### config.mk
export PLATFORM = sky130hd
export DESIGN_NAME = pipeline_buffer_chain
export DESIGN_NICKNAME = d
export VERILOG_FILES = /design/src/rtl/pipeline_buffer_chain.sv
export SDC_FILE = /design/constraint.sdc
export NUM_CORES = 1
export LEC_CHECK = 0
export ABC_AREA = 1
export CELL_PAD_IN_SITES_DETAIL_PLACEMENT = 0
export CELL_PAD_IN_SITES_GLOBAL_PLACEMENT = 1
export CORE_UTILIZATION = 37
export CTS_BUF_LIST = sky130_fd_sc_hd__clkbuf_2 sky130_fd_sc_hd__clkbuf_4 sky130_fd_sc_hd__clkbuf_8
export DETAILED_ROUTE_END_ITERATION = 16
export GPL_TIMING_DRIVEN = 0
export MAX_ROUTING_LAYER = met4
export PLACE_DENSITY_LB_ADDON = 0.12
export SLEW_MARGIN = 10
export SYNTH_ARGS = -nofsm -noshare
export SYNTH_HDL_FRONTEND = slang
export SYNTH_SLANG_ARGS = --single-unit
### constraint.sdc
create_clock -name clock -period 1.9 [get_ports clock]
set_input_delay 0.38 -clock clock [delete_from_list [all_inputs] [get_ports clock]]
set_output_delay 0.38 -clock clock [all_outputs]
set_load 0.02 [all_outputs]
### src/rtl/pipeline_buffer_chain.sv
// Chain of STAGES valid-qualified pipeline slots with stall/bubble handling,
// per-slot flush, snoop outputs and saturating performance counters.
module pipeline_buffer_chain #(
    parameter int                    DATA_WIDTH    = 32,
    parameter int                    STAGES        = 4,
    parameter logic [DATA_WIDTH-1:0] BUBBLE_VALUE  = '0,
    parameter int                    COUNTER_WIDTH = 32
) (
    input  logic                           clock,
    input  logic                           reset,
    input  logic                           in_valid,
    input  logic [DATA_WIDTH-1:0]          in_data,
    output logic                           in_ready,
    input  logic [STAGES-1:0]              stall_request,
    input  logic [STAGES-1:0]              flush,
    input  logic                           counter_clear,
    output logic                           out_valid,
    output logic [DATA_WIDTH-1:0]          out_data,
    output logic [STAGES-1:0]              slot_valid,
    output logic [STAGES*DATA_WIDTH-1:0]   slot_data,
    output logic [COUNTER_WIDTH-1:0]       stall_cycles,
    output logic [COUNTER_WIDTH-1:0]       bubble_count,
    output logic [COUNTER_WIDTH-1:0]       retired_count
);

    logic [STAGES-1:0]        w_hold;
    logic                     w_bubble;
    logic                     w_retire;
    logic [STAGES-1:0]        r_valid;
    logic [DATA_WIDTH-1:0]    r_data [STAGES];
    logic [COUNTER_WIDTH-1:0] r_stall_cycles;
    logic [COUNTER_WIDTH-1:0] r_bubble_count;
    logic [COUNTER_WIDTH-1:0] r_retired_count;

    function automatic logic [COUNTER_WIDTH-1:0] sat_inc(input logic [COUNTER_WIDTH-1:0] value);
        return (&value) ? value : value + 1'b1;
    endfunction

    // A stall anywhere downstream freezes every upstream slot.
    always_comb begin : hold_chain
        logic acc;
        // NOTE: every always_comb output gets a default before any conditional logic, so no latch is inferred.
        w_hold = '0;
        acc    = 1'b0;
        for (int i = STAGES - 1; i >= 0; i--) begin
            acc       = acc | stall_request[i];
            w_hold[i] = acc;
        end
    end

    // Hold is a prefix, so at most one slot sits at the hold boundary; a flushed one is not a bubble.
    always_comb begin
        w_bubble = 1'b0;
        for (int i = 1; i < STAGES; i++) begin
            if (w_hold[i-1] && !w_hold[i] && !flush[i]) begin
                w_bubble = 1'b1;
            end
        end
    end

    assign w_retire = r_valid[STAGES-1] && !w_hold[STAGES-1];

    always_ff @(posedge clock or negedge reset) begin
        if (!reset) begin
            r_valid <= '0;
            // NOTE: the payload array is reset too, because slot_data exposes every slot to forwarding logic.
            for (int i = 0; i < STAGES; i++) begin
                r_data[i] <= BUBBLE_VALUE;
            end
        end else begin
            // NOTE: non-blocking assignments let each slot capture its upstream neighbour's pre-edge value.
            if (flush[0]) begin
                r_valid[0] <= 1'b0;
                r_data[0]  <= BUBBLE_VALUE;
            end else if (!w_hold[0]) begin
                r_valid[0] <= in_valid;
                r_data[0]  <= in_data;
            end
            for (int i = 1; i < STAGES; i++) begin
                if (flush[i]) begin
                    r_valid[i] <= 1'b0;
                    r_data[i]  <= BUBBLE_VALUE;
                end else if (!w_hold[i]) begin
                    if (w_hold[i-1]) begin
                        r_valid[i] <= 1'b0;
                        r_data[i]  <= BUBBLE_VALUE;
                    end else begin
                        r_valid[i] <= r_valid[i-1];
                        r_data[i]  <= r_data[i-1];
                    end
                end
            end
        end
    end

    always_ff @(posedge clock or negedge reset) begin
        if (!reset) begin
            r_stall_cycles  <= '0;
            r_bubble_count  <= '0;
            r_retired_count <= '0;
        end else if (counter_clear) begin
            r_stall_cycles  <= '0;
            r_bubble_count  <= '0;
            r_retired_count <= '0;
        end else begin
            if (w_hold[0]) r_stall_cycles  <= sat_inc(r_stall_cycles);
            if (w_bubble)  r_bubble_count  <= sat_inc(r_bubble_count);
            if (w_retire)  r_retired_count <= sat_inc(r_retired_count);
        end
    end

    always_comb begin
        slot_data = '0;
        for (int i = 0; i < STAGES; i++) begin
            slot_data[i*DATA_WIDTH +: DATA_WIDTH] = r_data[i];
        end
    end

    assign in_ready      = !w_hold[0];
    assign out_valid     = r_valid[STAGES-1];
    assign out_data      = r_data[STAGES-1];
    assign slot_valid    = r_valid;
    assign stall_cycles  = r_stall_cycles;
    assign bubble_count  = r_bubble_count;
    assign retired_count = r_retired_count;

endmodule

==> results.yml <==
global_route:
  track_usage_pct: 26.7
  first_global_vias: 11529
  grt.overflow.total: 0
  grt_pass1_wl_um: 66800
  grt_max_degree: 100
  antenna_found_initial: 3
power_and_ir_drop:
  powerDensity_mw_per_mm2: 647
  peakVddDrop_uv: 498
  leakagePower_nw: 8.25
finish:
  final_cells: 2354
  nFillCells: 3190
  layout_commonest_cell: "nand2_1"
  fin_area_mm2: 0.0165
  syn2layout_area_growth_pct: 37.3
  post-route-util_pct: 52.0
  final_cell_mix: "402 x nand2_1, 260 x dlygate4sd2_1, 208 x dfrtp_1"
  nets: 1934
  layout-drive-gt1-share_pct: 12.3
sta:
  whs_ns: 0.129
  clock_skew_ns: 0.0299
  drv_slew: 0
  setup_viol: 0
  worstMarginPinSlew_ns: 0.631
  finalCriticalPeriod_ns: 1.87
  slew_headroom_pct: 58.0
  clock.fmax_ghz: 0.535
  hold_viol: 0
  post-route-period-util_pct: 98.4
  tns_ns: 0
die:
  coreArea_mm2: 0.0318
  fp.dieArea_mm2: 0.0333
  num_rows: 65
  dieHeight_um: 182
  die_w_um: 182
  io_pins: 306
  start_util_pct: 37.9
yosys:
  synth_mux_area_share_pct: 0
  synth_edf_count: 0
  yosys.area_share.simple_pct: 28.5
  synth_ff_type: "dfrtp_1"
  synth_compound_area_share_pct: 11.0
  synth_fa_ha_area_share_pct: 0.312
  avgSynthCellArea_um2: 7.91
  syn-cell-area_mm2: 0.0120
  ys_seq_elements: 228
  synth_cells: 1523
  yosysSeqAreaShare_pct: 47.4
  synth-async-reset-ratio_pct: 100
  yosysWarnings: 0
  ys_types: 38
  synth-xor-area-share_pct: 2.04
  synth_nets: 1570
  synth_top_family_by_area: "simple AND/OR/NAND/NOR gates"
worst_setup_path:
  required_ns: 1.52
  crit_start: "stall_request[1]"
  critical_path.max_fanout: 17
  reg2regPathDepth: 10
  crit_path_end_kind: "output pin"
  rr_endpoint: "retired_count[22]$_DFFE_PN0P_"
  arrival_ns: 1.49
  start_kind: "primary input"
  critPathKind: "primary input to output pin"
  reg2reg_from: "retired_count[1]$_DFFE_PN0P_"
  rrSetupSlack_ns: 0.12
placement:
  hpwlAfterDp_um: 31400
  placed_area_mm2: 0.0157
  port_buffers: 301
  gp_congestion: 0.917
  place_inst: 2261
min_path:
  holdPathEnd: "slot_data[33]$_DFFE_PN0P_"
  hold-path-cell-count: 2
  worstHoldStart: "flush[1]"
  hp-class: "primary input to flop"
clocking:
  htreeDepth: 2
  clockBufferDepth: 3
  clkLatencyLatePin_ns: 0.57
  cts_tree: "yes"
  clk_pin_slew_ns: 0.06
  cts_sinks: 228
  cts-root-buf: "clkbuf_8"
  numCtsBuffers: 43
routing:
  drt-pass1-iter-count: 5
  vias: 11781
  routed_wl_um: 43000
  ant_nets: 0
  vias_per_cell: 5.00
  drc: 0
  initialDrtViolationCount: 678
  wire_per_inst_um: 18.3
run_status:
  status: "complete, no violations"
job:
  max-cap-violations: 0
report_power, final:
| group | total (W) | switching [W] | internal (W) |
|---|---|---|---|
| sequential | 0.00490 | 0.0000166 | 0.00488 |
| combinational | 0.000724 | 0.000512 | 0.000212 |
| clock | 0.00508 | 0.00220 | 0.00287 |
| total | 0.0107 | 0.00273 | 0.00797 |
worst max path at each step:
| stage | end | cells past startpoint |
|---|---|---|
| floorplan | stall_cycles[31]$_DFFE_PN0P_ | 10 |
| CTS | in_ready | 7 |
| finish | in_ready | 6 |
| detailed placement | in_ready | 7 |
| global placement | stall_cycles[20]$_DFFE_PN0P_ | 1 |
| global route | retired_count[18]$_DFFE_PN0P_ | 10 |
critical path: stages:
cell and delay, ns:
clkdlybuf4s50_1 0.42, inv_2 0.12, nand2_8 0.10, nor2_4 0.12
buf_8 0.17, buf_4 0.16
synthesized netlist by cell type, types with 5 or more instances:
cell type | instances | area [um^2]
nor2_1 | 161 | 604
buf_6 | 9 | 101
nor2_4 | 7 | 78.8
nand2_2 | 6 | 37.5
o21ai_0 | 59 | 295
o21bai_1 | 7 | 52.6
o31ai_1 | 33 | 248
buf_1 | 11 | 41.3
xor2_1 | 14 | 123
clkbuf_1 | 28 | 105
nand2_1 | 405 | 1520
nand3b_1 | 5 | 37.5
o21ai_1 | 18 | 90.1
buf_4 | 35 | 263
nand3_1 | 153 | 766
nand4_1 | 19 | 119
inv_2 | 5 | 18.8
buf_2 | 14 | 70.1
o32ai_1 | 66 | 578
inv_1 | 181 | 679
a21oi_1 | 5 | 25.0
nor2_2 | 11 | 68.8
xnor2_1 | 14 | 123
dfrtp_1 | 228 | 5710
per-stage QoR:
stage	power, W	worst slack, ns
after global routing	0.0111	-0.0457
after detailed placement	0.00572	-0.926
after global placement	0.00570	-9.95
final	0.0107	0.0311
after CTS	0.0108	-0.182
after floorplan	0.00529	0.148
state kept, by name (all words and copies together) (netlist names):
register,flops
bubble_count,32
out_data,32
retired_count,32
slot_data,96
slot_valid,4
stall_cycles,32
area by class of cell:
class,instances,area [um^2],area share [%]
Buffer,97,618,3.74
Antenna cell,3,7.51,0.0454
Tap cell,435,544,3.29
Inverter,188,708,4.28
Clock inverter,7,66.3,0.401
Multi-Input combinational cell,1009,5130,31.0
Sequential cell,228,5730,34.7
Timing Repair Buffer,320,2880,17.4
Clock buffer,67,853,5.16
kinds of logic after synthesis:
kind of cell,after synthesis
DFF,228
buffers and inverters,286
adders and majority gates,3
AOI/OAI and AO/OA,193
and+or+nand+nor,785
xor gates and xnor gates,28
timing repair:
action / in CTS / in global routing
pin swaps: 0 / 5
endpoints found under the hold margin: 56 / 0
hold buffers: 1 / 0
buffers inserted: 0 / 16
endpoints found under the setup margin: 329 / 87
resized for setup: 282 / 46
routing by layer:
metal	part of all wire (%)	wire length (um)	GRT usage [%]
met5	0	0	-
met2	47	20300	42.9
met3	6.9	2950	6.35
met4	2.6	1120	7.73
met1	43	18600	33.6
No activity file was read; power rests on OpenSTA's default activity.
